## config.mk

```make
export PLATFORM = sky130hd
export DESIGN_NAME = sbt_io_ctrl_reg
export DESIGN_NICKNAME = d
export VERILOG_FILES = /design/src/rtl/sbt_io_pkg.sv /design/src/rtl/sbt_io_pwrup_seq.sv /design/src/rtl/sbt_io_ctrl_reg.sv
export SDC_FILE = /design/constraint.sdc
export NUM_CORES = 1
export LEC_CHECK = 0
export CORE_MARGIN = 2
export CORE_UTILIZATION = 50
export DETAILED_ROUTE_END_ITERATION = 8
export GPL_ROUTABILITY_DRIVEN = 0
export PLACE_DENSITY = 0.88
export SETUP_SLACK_MARGIN = 0.02
export SYNTH_ARGS = -nofsm -noshare
export SYNTH_HDL_FRONTEND = slang
export SYNTH_SLANG_ARGS = --single-unit
export TNS_END_PERCENT = 100
```

## constraint.sdc

```tcl
create_clock -name clk -period 2.2 [get_ports clk]
set_input_delay 0.33 -clock clk [delete_from_list [all_inputs] [get_ports clk]]
set_output_delay 0.33 -clock clk [all_outputs]
set_load 0.02 [all_outputs]
```

## src/rtl/sbt_io_pkg.sv

```systemverilog
// Shared definitions for the GPIO pad IO-logic slice: output-path modes,
// power-up sequencer states and the default hold length.
package sbt_io_pkg;

  localparam int OUT_COMB = 0;
  localparam int OUT_SDR  = 1;
  localparam int OUT_DDR  = 2;

  localparam int PWRUP_CYCLES_DEFAULT = 16;

  typedef enum logic [1:0] {
    HOLD   = 2'd0,
    COUNT  = 2'd1,
    ACTIVE = 2'd2
  } seq_state_t;

endpackage

```

## src/rtl/sbt_io_pwrup_seq.sv

```systemverilog
// Power-up sequencer: keeps the pad in its safe state for PWRUP_CYCLES clocks
// after reset release, then hands control to the user (ready=1) until reset.
module sbt_io_pwrup_seq
  import sbt_io_pkg::*;
#(
  parameter int PWRUP_CYCLES = PWRUP_CYCLES_DEFAULT
) (
  input  logic clk,
  input  logic rst,
  output logic ready,
  output logic active_next
);

  localparam logic [7:0] LAST_COUNT = 8'(PWRUP_CYCLES - 1);

  seq_state_t state;
  logic [7:0] count;

  // High on the rising edge that enters ACTIVE, so registers sample there.
  assign active_next = (state == ACTIVE) || ((state == COUNT) && (count == LAST_COUNT));

  // NOTE: state uses non-blocking assignments so every register samples
  // pre-edge values; the async reset branch must come first in the block.
  always_ff @(posedge clk or posedge rst) begin
    if (rst) begin
      state <= HOLD;
      count <= '0;
      ready <= 1'b0;
    end else begin
      case (state)
        HOLD: begin
          state <= COUNT;
        end
        COUNT: begin
          count <= count + 8'd1;
          if (count == LAST_COUNT) begin
            state <= ACTIVE;
            ready <= 1'b1;
          end
        end
        ACTIVE: begin
          ready <= 1'b1;
        end
        default: begin
          state <= HOLD;
          ready <= 1'b0;
        end
      endcase
    end
  end

endmodule

```

## src/rtl/sbt_io_ctrl_reg.sv

```systemverilog
// Per-pin IO logic in front of the bidirectional GPIO pad: SDR/DDR output,
// registered or direct OE, SDR/DDR input capture with hold, safe power-up.
module sbt_io_ctrl_reg
  import sbt_io_pkg::*;
#(
  parameter int OUT_MODE     = OUT_DDR,
  parameter int OE_REG       = 1,
  parameter int IN_DDR       = 1,
  parameter int PULLUP_EN    = 1,
  parameter int PWRUP_CYCLES = PWRUP_CYCLES_DEFAULT
) (
  input  logic clk,
  input  logic rst,
  input  logic ce,
  input  logic d_out_0,
  input  logic d_out_1,
  input  logic oe,
  input  logic latch_in,
  output logic d_in_0,
  output logic d_in_1,
  output logic ready,
  output logic pad_do,
  output logic pad_oen,
  output logic pad_ren,
  output logic pad_ie,
  input  logic pad_di
);

  logic active_next;
  logic r0;
  logic r1p;
  logic r1n;
  logic oe_q;
  logic oe_eff;
  logic do_sel;
  logic capture;

  sbt_io_pwrup_seq #(
    .PWRUP_CYCLES(PWRUP_CYCLES)
  ) u_pwrup_seq (
    .clk         (clk),
    .rst         (rst),
    .ready       (ready),
    .active_next (active_next)
  );

  // Output-side registers start sampling on the edge that enters ACTIVE.
  always_ff @(posedge clk or posedge rst) begin
    if (rst) begin
      r0   <= 1'b0;
      r1p  <= 1'b0;
      oe_q <= 1'b0;
    end else if (active_next && ce) begin
      r0   <= d_out_0;
      r1p  <= d_out_1;
      oe_q <= oe;
    end
  end

  // Low-phase copy runs regardless of ce, so a frozen pair keeps repeating.
  always_ff @(negedge clk or posedge rst) begin
    if (rst) begin
      r1n <= 1'b0;
    end else begin
      r1n <= r1p;
    end
  end

  // Input capture waits for ACTIVE, when pad_ie has actually opened DI.
  assign capture = ready && ce && !latch_in;

  always_ff @(posedge clk or posedge rst) begin
    if (rst) begin
      d_in_0 <= 1'b0;
    end else if (capture) begin
      d_in_0 <= pad_di;
    end
  end

  generate
    if (IN_DDR != 0) begin : g_in_ddr
      always_ff @(negedge clk or posedge rst) begin
        if (rst) begin
          d_in_1 <= 1'b0;
        end else if (capture) begin
          d_in_1 <= pad_di;
        end
      end
    end else begin : g_in_sdr
      assign d_in_1 = 1'b0;
    end
  endgenerate

  // NOTE: every combinational output gets a default first, so no path
  // through the case can leave it unassigned and infer a latch.
  always_comb begin
    do_sel = d_out_0;
    case (OUT_MODE)
      OUT_SDR: do_sel = r0;
      OUT_DDR: do_sel = clk ? r0 : r1n;
      default: do_sel = d_out_0;
    endcase
  end

  assign oe_eff  = (OE_REG != 0) ? oe_q : oe;
  assign pad_do  = ready & do_sel;
  assign pad_oen = ready ? ~oe_eff : 1'b1;
  assign pad_ie  = ready;
  assign pad_ren = (PULLUP_EN != 0) ? 1'b0 : 1'b1;

endmodule

```

==> out/qor.yml, run 1 <==
outcome:
  status: "complete, but fails checks"
  violations: "setup timing"
synthesis:
  synthXorXnorAreaFrac_pct: 6.815
  synth_mux_area_share_pct: 7.371
  synth_top_family_by_area: "simple AND/OR/NAND/NOR gates"
  synth_area_leaders: "dfrtp_1 (42%), ha_1 (7.0%), dfrtn_1 (5.6%), nor2b_1 (4.9%), xnor2_1 (3.9%)"
  synth_top_area_share_pct: 41.72
  synth_area_leader_cell: "dfrtp_1"
  synth-adder-area-share_pct: 6.954
  synth_compound_area_share_pct: 7.928
  synthSimpleGateAreaFrac_pct: 18.92
  yosysWarnings: 0
  synth_nets: 95
  ys_types: 28
  syn_area_um2: 899.6
  ys_ff_latch: 17
  ys_seq_area_share_pct: 47.29
  syn_area_per_cell_um2: 10.97
  synthCells: 82
global_routing:
  globalRouteOverflowTotal: 0
  globalRouteTotalUtil_pct: 19.30
  grt_pass1_vias: 657
  grt_max_degree: 11
  antenna_found_initial: 0
  grt_pass1_wl_um: 2718
placed_design:
  dp_hpwl_um: 1227
  port-buffer-count: 13
  place_area_um2: 1072
  dp_cells: 120
critical_path:
  cp.arrival_ns: 2.25
  cp_slowest_cell: "dfrtn_1"
  path_delay_family: "flip-flops"
  path_class: "reg2out"
  cp_max_fo: 1
  cp-start-kind: "flop"
  cp.required_ns: 1.87
  endpoint_kind: "output pin"
  cpPeakStageDelay_ns: 0.40
  cp_num_buf_inv: 1
  path_cells: "mux2i_1, nor2b_1, buf_4"
die:
  dieArea_um2: 2154
  core-area_um2: 1708
  die_w_um: 46.42
  ios: 15
  row_count: 15
  fp.dieH_um: 46.42
  start_util_pct: 52.67
routing:
  viasPerCell: 5.283
  wl_met1_um: 743
  first_pass_iters: 4
  top_layer: "met4"
  drt-wirelength-per-cell_um: 13.61
  dr_wl_met3_um: 115
  num_vias: 671
  wl_met2_um: 857
  antenna_left: 0
  dr.first_iter.drc_count: 21
  wl_um: 1729
  drc: 0
cells_and_area:
  drive_gt1_share_pct: 20.59
  final_cells: 127
  area_growth_pct: 24.62
  design_area_um2: 1121
  fillerInstances: 130
  nets: 116
  antenna_cells: 0
hold_path:
  worstHoldPathType: "in2async"
pwr:
  peakVddDrop_mv: 0.5026
  leakagePower_uw: 0.0005010
  powerDensity_nw_per_um2: 626.1
clock_tree:
  clkTransAtPathRegs_ns: 0.10
  ctsHoldBuffers: 0
  cts_tree: "done"
  insertion_delay_ns: 0.41
  cts-resized-gates: 11
  post_cts_buffers: 0
timing:
  rsz0062_at_grt: "yes"
  drv_slew: 0
  finalHoldViolCount: 0
  setup_violations: 2
  setup_slack_ns: -0.3757
  worst_pin_slew_ns: 0.5463
  slew-limit-headroom_pct: 63.24
  fin_skew_ns: 0.01404
job:
  maxCapViolCount: 0
-- final cells by class --
cell class,instances,area (µm²),area share [%]
well taps,25,31.28,2.790
inverters,3,11.26,1.004
flip-flops and latches,17,426.7,38.06
clock buffers,7,52.55,4.687
clock inverters,1,5.005,0.4464
repair buffers,17,158.9,14.17
multi-input cells,57,435.4,38.84
-- kinds of logic (layout without fill, tap and decap cells) --
family,after synthesis,in the layout
and+or+nand+nor,28,28
buffers and inverters,8,28
adders and majority gates,5,5
AOI/OAI and AO/OA,10,10
muxes,6,6
other,1,1
DFF,17,17
xor gates and xnor gates,7,7
-- where the power goes --
group / switching, µW / leakage, µW / total, µW / internal (µW)
clock network: 144 / 0.0000444 / 299 / 154
logic: 31.2 / 0.000247 / 71.1 / 40.0
registers: 7.50 / 0.000210 / 332 / 325
total: 183 / 0.000501 / 702 / 519
-- tightest hold or removal path, delay by kind of cell --
| kind | cells | cell delay [ns] |
|---|---|---|
| buffers and inverters | 3 | 0.71 |
-- synthesized netlist by cell type --
master	count
mux2i_1	1
nor4_1	1
nor3_1	1
inv_1	3
nand4_1	5
and4_1	1
nand3b_1	1
o21ai_0	4
mux2_1	2
a31oi_1	3
nand2_1	4
conb_1	1
ha_1	5
mux2_2	3
nand4b_1	2
nor2_1	1
dfrtp_1	15
o21a_1	1
buf_4	2
xnor2_1	4
nand3_1	4
clkbuf_1	2
nor2b_1	7
buf_2	1
o22ai_2	2
dfrtn_1	2
xor2_1	3
or4_4	1
-- sequential cells by signal (all words and copies together) (netlist names) --
signal / count
d_in_0: 1
d_in_1: 1
oe_eff: 1
r0: 1
r1n: 1
r1p: 1
u_pwrup_seq.count: 8
u_pwrup_seq.ready: 1
u_pwrup_seq.state: 2
-- final timing paths --
kind / startpoint / to / slack [ns] / cells past startpoint
worst max-delay path: r1n / pad_do / -0.38 / 3
worst min-delay path: rst / u_pwrup_seq.ready / 0.29 / 3
worst max register to register: u_pwrup_seq.ready / d_in_1 / 0.09 / 2
worst min register to register: d_in_1 / d_in_1 / 0.50 / 1
max in group asynchronous: rst / d_in_1 / 0.94 / 2
min in group clk: d_in_1 / d_in_1 / 0.50 / 1
-- stage by stage --
step                setup TNS, ns  utilization [%]  total power, µW  hold slack (ns)  setup slack, ns
finish                    -0.5705            65.64            701.9           0.2938          -0.3757
global route              -0.6481            65.64            737.6           0.3343          -0.4237
CTS                       -0.5754            65.64            708.7           0.3119          -0.3821
detailed placement        -0.8921            62.78            460.9           0.4694          -0.3438
global placement          -0.8348            62.78            458.4           0.4473          -0.3395
floorplan                       0                -            404.3           0.2560          0.02088
-- cells in the final DEF (no fill, tap or decap) --
cell type / instances
dfrtp_1: 14
clkdlybuf4s50_1: 11
nor2b_1: 7
clkbuf_4: 6
buf_4: 6
nand4_1: 5
ha_1: 5
xnor2_1: 4
nand2_1: 4
nand3_1: 4
o21ai_0: 4
xor2_1: 3
mux2_2: 3
inv_1: 3
a31oi_1: 3
nand4b_1: 2
o22ai_2: 2
mux2_1: 2
dfrtn_1: 2
nor2_1: 1
and4_1: 1
or4_4: 1
o21a_1: 1
mux2i_1: 1
nor3_1: 1
nand3b_1: 1
nor4_1: 1
conb_1: 1
clkinv_2: 1
buf_6: 1
dfrtp_2: 1
-- per-layer routing --
metal | vias up | global-route usage [%]
met5 | - | 0
met4 | 0 | 11.43
met3 | 2 | 8.627
met2 | 21 | 28.89
met1 | 319 | 22.58
li1 | 329 | -
No activity file was read; power rests on OpenSTA's default activity.
==> run 2: changes to the inputs <==
ABC_AREA = 1   (was not set)
==> out/qor.yml, run 2 <==
synthesis:
  syn_area_um2: 867.1  # was 899.6 µm²
  ys_top_cells_by_count: "nand2_1 (29), dfrtp_1 (15), inv_1 (12)"  # was dfrtp_1 (15), nor2b_1 (7), ha_1 (5), nand4_1 (5)
  ys_seq_area_share_pct: 49.06  # was 47.29%
  synthCells: 101  # was 82
  syn_area_per_cell_um2: 8.585  # was 10.97 µm²
  ys_types: 18  # was 28
  synth_most_common_cell: "nand2_1"  # was dfrtp_1
  synthFlopType: "dfrtp_1"  # unchanged
  synth_area_leaders: "dfrtp_1 (43%), nand2_1 (13%), ha_1 (7.2%), dfrtn_1 (5.8%), nand3_1 (5.8%)"  # was dfrtp_1 (42%), ha_1 (7.0%), dfrtn_1 (5.6%), nor2b_1 (4.9%), xnor2_1 (3.9%)
  async_flop_share_pct: 100.0  # unchanged
  synth_nets: 114  # was 95
  ys_ff_latch: 17  # unchanged
  synth_edf_count: 0  # unchanged
  synth_area_leader_cell: "dfrtp_1"  # unchanged
  yosysWarnings: 0  # unchanged
  synth_top_area_share_pct: 43.29  # was 41.72%
timing:
  drv_slew: 0  # unchanged
  rsz0062_at_grt: "yes"  # unchanged
  setup_violations: 2  # unchanged
  setup_slack_ns: -0.3964  # was -0.3757 ns
  setup_tns_ns: -0.5869  # was -0.5705 ns
  fin_skew_ns: 0.009882  # was 0.01404 ns
  finalHoldViolCount: 0  # unchanged
die:
  core-area_um2: 1670  # was 1708 µm²
  start_util_pct: 51.91  # was 52.67%
  fp.dieH_um: 45.65  # was 46.42 µm
  die_w_um: 45.65  # was 46.42 µm
  ios: 15  # unchanged
  row_count: 15  # unchanged
  dieArea_um2: 2083  # was 2154 µm²
clock_tree:
  cts_tree: "done"  # unchanged
  clkTransAtPathRegs_ns: 0.10  # about the same
  post_cts_buffers: 0  # unchanged
  insertion_delay_ns: 0.41  # about the same
routing:
  drc: 0  # unchanged
  drt-wirelength-per-cell_um: 12.46  # was 13.61 µm
  top_layer: "met4"  # unchanged
  wl_um: 1745  # was 1729 µm
  dr.first_iter.drc_count: 9  # was 21
  wl_met2_um: 879  # was 857 µm
  wl_met1_um: 732  # was 743 µm
  first_pass_iters: 4  # unchanged
  antenna_left: 0  # unchanged
  viasPerCell: 5.157  # was 5.283
  num_vias: 722  # was 671
  dr_wl_met3_um: 61  # was 115 µm
critical_path:
  cp.required_ns: 1.87  # about the same
  cp-start-kind: "flop"  # unchanged
  cp.arrival_ns: 2.27  # was 2.25 ns
  cp_max_fo: 1  # unchanged
  endpoint_kind: "output pin"  # unchanged
  path_class: "reg2out"  # unchanged
cells_and_area:
  largest_register_ffs: 8  # unchanged
  nets: 136  # was 116
  antenna_cells: 0  # unchanged
  regMostFlops: "u_pwrup_seq.count"  # unchanged
  final_cell_mix: "nand2_1 (29), dfrtp_1 (15), inv_1 (12), clkdlybuf4s50_1 (11), nand3_1 (10)"  # was dfrtp_1 (14), clkdlybuf4s50_1 (11), nor2b_1 (7), clkbuf_4 (6), buf_4 (6)
  multi_input_area_um2: 389.1  # was 435.4 µm²
  final_cells: 140  # was 127
  area_growth_pct: 25.25  # was 24.62%
  fillerInstances: 127  # was 130
  drive_gt1_share_pct: 17.07  # was 20.59%
  reg.largest.list: "u_pwrup_seq.count: 8 flops, u_pwrup_seq.state: 2 flops"  # unchanged
  layout_commonest_cell: "nand2_1"  # was dfrtp_1
  layout.area.seq_um2: 425.4  # was 426.7 µm²
global_routing:
  grt_max_degree: 16  # was 11
  globalRouteOverflowTotal: 0  # unchanged
  globalRouteTotalUtil_pct: 21.23  # was 19.30%
  antenna_found_initial: 0  # unchanged
  grt_pass1_vias: 686  # was 657
  grt_pass1_wl_um: 2925  # was 2718 µm
job:
  maxCapViolCount: 0  # unchanged
pwr:
  peakVddDrop_mv: 0.4604  # was 0.5026 mV
  powerDensity_nw_per_um2: 713.0  # was 626.1 nW/µm²
  leakagePower_uw: 0.0005888  # was 0.0005010 µW
placed_design:
  port-buffer-count: 13  # unchanged
  dp_cells: 131  # was 120
  dp_hpwl_um: 1213  # was 1227 µm
outcome:
  violations: "setup timing"  # unchanged
  status: "complete, but fails checks"  # unchanged
hold_path:
  worstHoldPathType: "in2async"  # unchanged
run 2: changes by cell type in the layout (fill, tap and decap cells not counted), moves of 5 or more:
cell     delta
inv_1       +9
nor2_1      +7
nor2b_1     -7
nand2_1    +25
nand3_1     +6
nand4_1     -5
run 2: report_power, final:
part / switching (µW) / leakage, µW / internal, µW / total (µW)
Sequential: 5.57 / 0.000212 / 324 / 329
Clock: 196 / 0.0000477 / 190 / 386
Combinational: 29.0 / 0.000330 / 29.6 / 58.6
run 2: worst paths after layout:
check	end	slack, ns	start	depth (start not counted)
hold reg to reg	d_in_1	0.47	d_in_1	2
setup / recovery	pad_do	-0.40	r1n	3
min in group clk	oe_eff	0.47	oe	3
hold / removal	r0	0.30	rst	3
setup reg to reg	d_in_1	0.16	u_pwrup_seq.ready	3
max in group asynchronous	r1n	0.98	rst	2
run 2: final cells by class:
| type | count | area share [%] |
|---|---|---|
| multi-input cells | 70 | 35.83 |
| clock buffers | 8 | 5.530 |
| well taps | 17 | 1.959 |
| clock inverters | 2 | 0.8065 |
| repair buffers | 14 | 12.56 |
| inverters | 12 | 4.147 |
| flip-flops and latches | 17 | 39.17 |
run 2: repair_timing:
item | CTS | global route
endpoints found under the hold margin | 0 | 0
endpoints found under the setup margin | 2 | 2
hold buffers | 0 | 0
gates resized for setup | 13 | 0
pin swaps | 1 | 0
run 2: kinds of logic (layout without fill, tap and decap cells):
kind of cell | count (synthesis) | count (layout) | share of synthesized area, %
AOI/OAI and AO/OA | 6 | 6 | 3.462
xor gates and xnor gates | 4 | 4 | 4.041
adders and majority gates | 5 | 5 | 7.215
buffers and inverters | 14 | 36 | 6.926
DFF | 17 | 17 | 49.06
muxes | 1 | 1 | 1.299
other | 1 | 1 | 0.4325
and+or+nand+nor | 53 | 53 | 27.56
run 2: critical path, cell delays in order, from the launching register on:
cell     delay, ns
dfrtn_1       0.41
o21ai_2       0.06
a21oi_2       0.13
buf_4         0.16
run 2: metrics by stage:
step | cell area (µm²) | hold WS (ns) | power, µW | worst slack [ns] | utilization [%]
6_report | 1086 | 0.3044 | 774.3 | -0.3964 | 65.02
4_1_cts | 1086 | 0.3155 | 781.4 | -0.3993 | 65.02
2_1_floorplan | 870.8 | 0.2560 | 404.8 | 0.07544 | -
3_5_place_dp | 1022 | 0.4570 | 468.7 | -0.3845 | 61.20
5_1_grt | 1086 | 0.3510 | 816.7 | -0.4607 | 65.02
3_3_place_gp | 1022 | 0.4394 | 467.1 | -0.3777 | 61.20
run 2: routing by layer:
metal  GRT usage, %  vias up
met5              0        -
met4          20.00        0
met3          8.730        8
met2          29.86       21
met1          23.91      340
li1               -      353
==> run 3: changes to the inputs <==
SLEW_MARGIN = 20   (was not set)
==> results of run 3 <==
The final DEF is identical to that of run 2; final timing and power are the same.
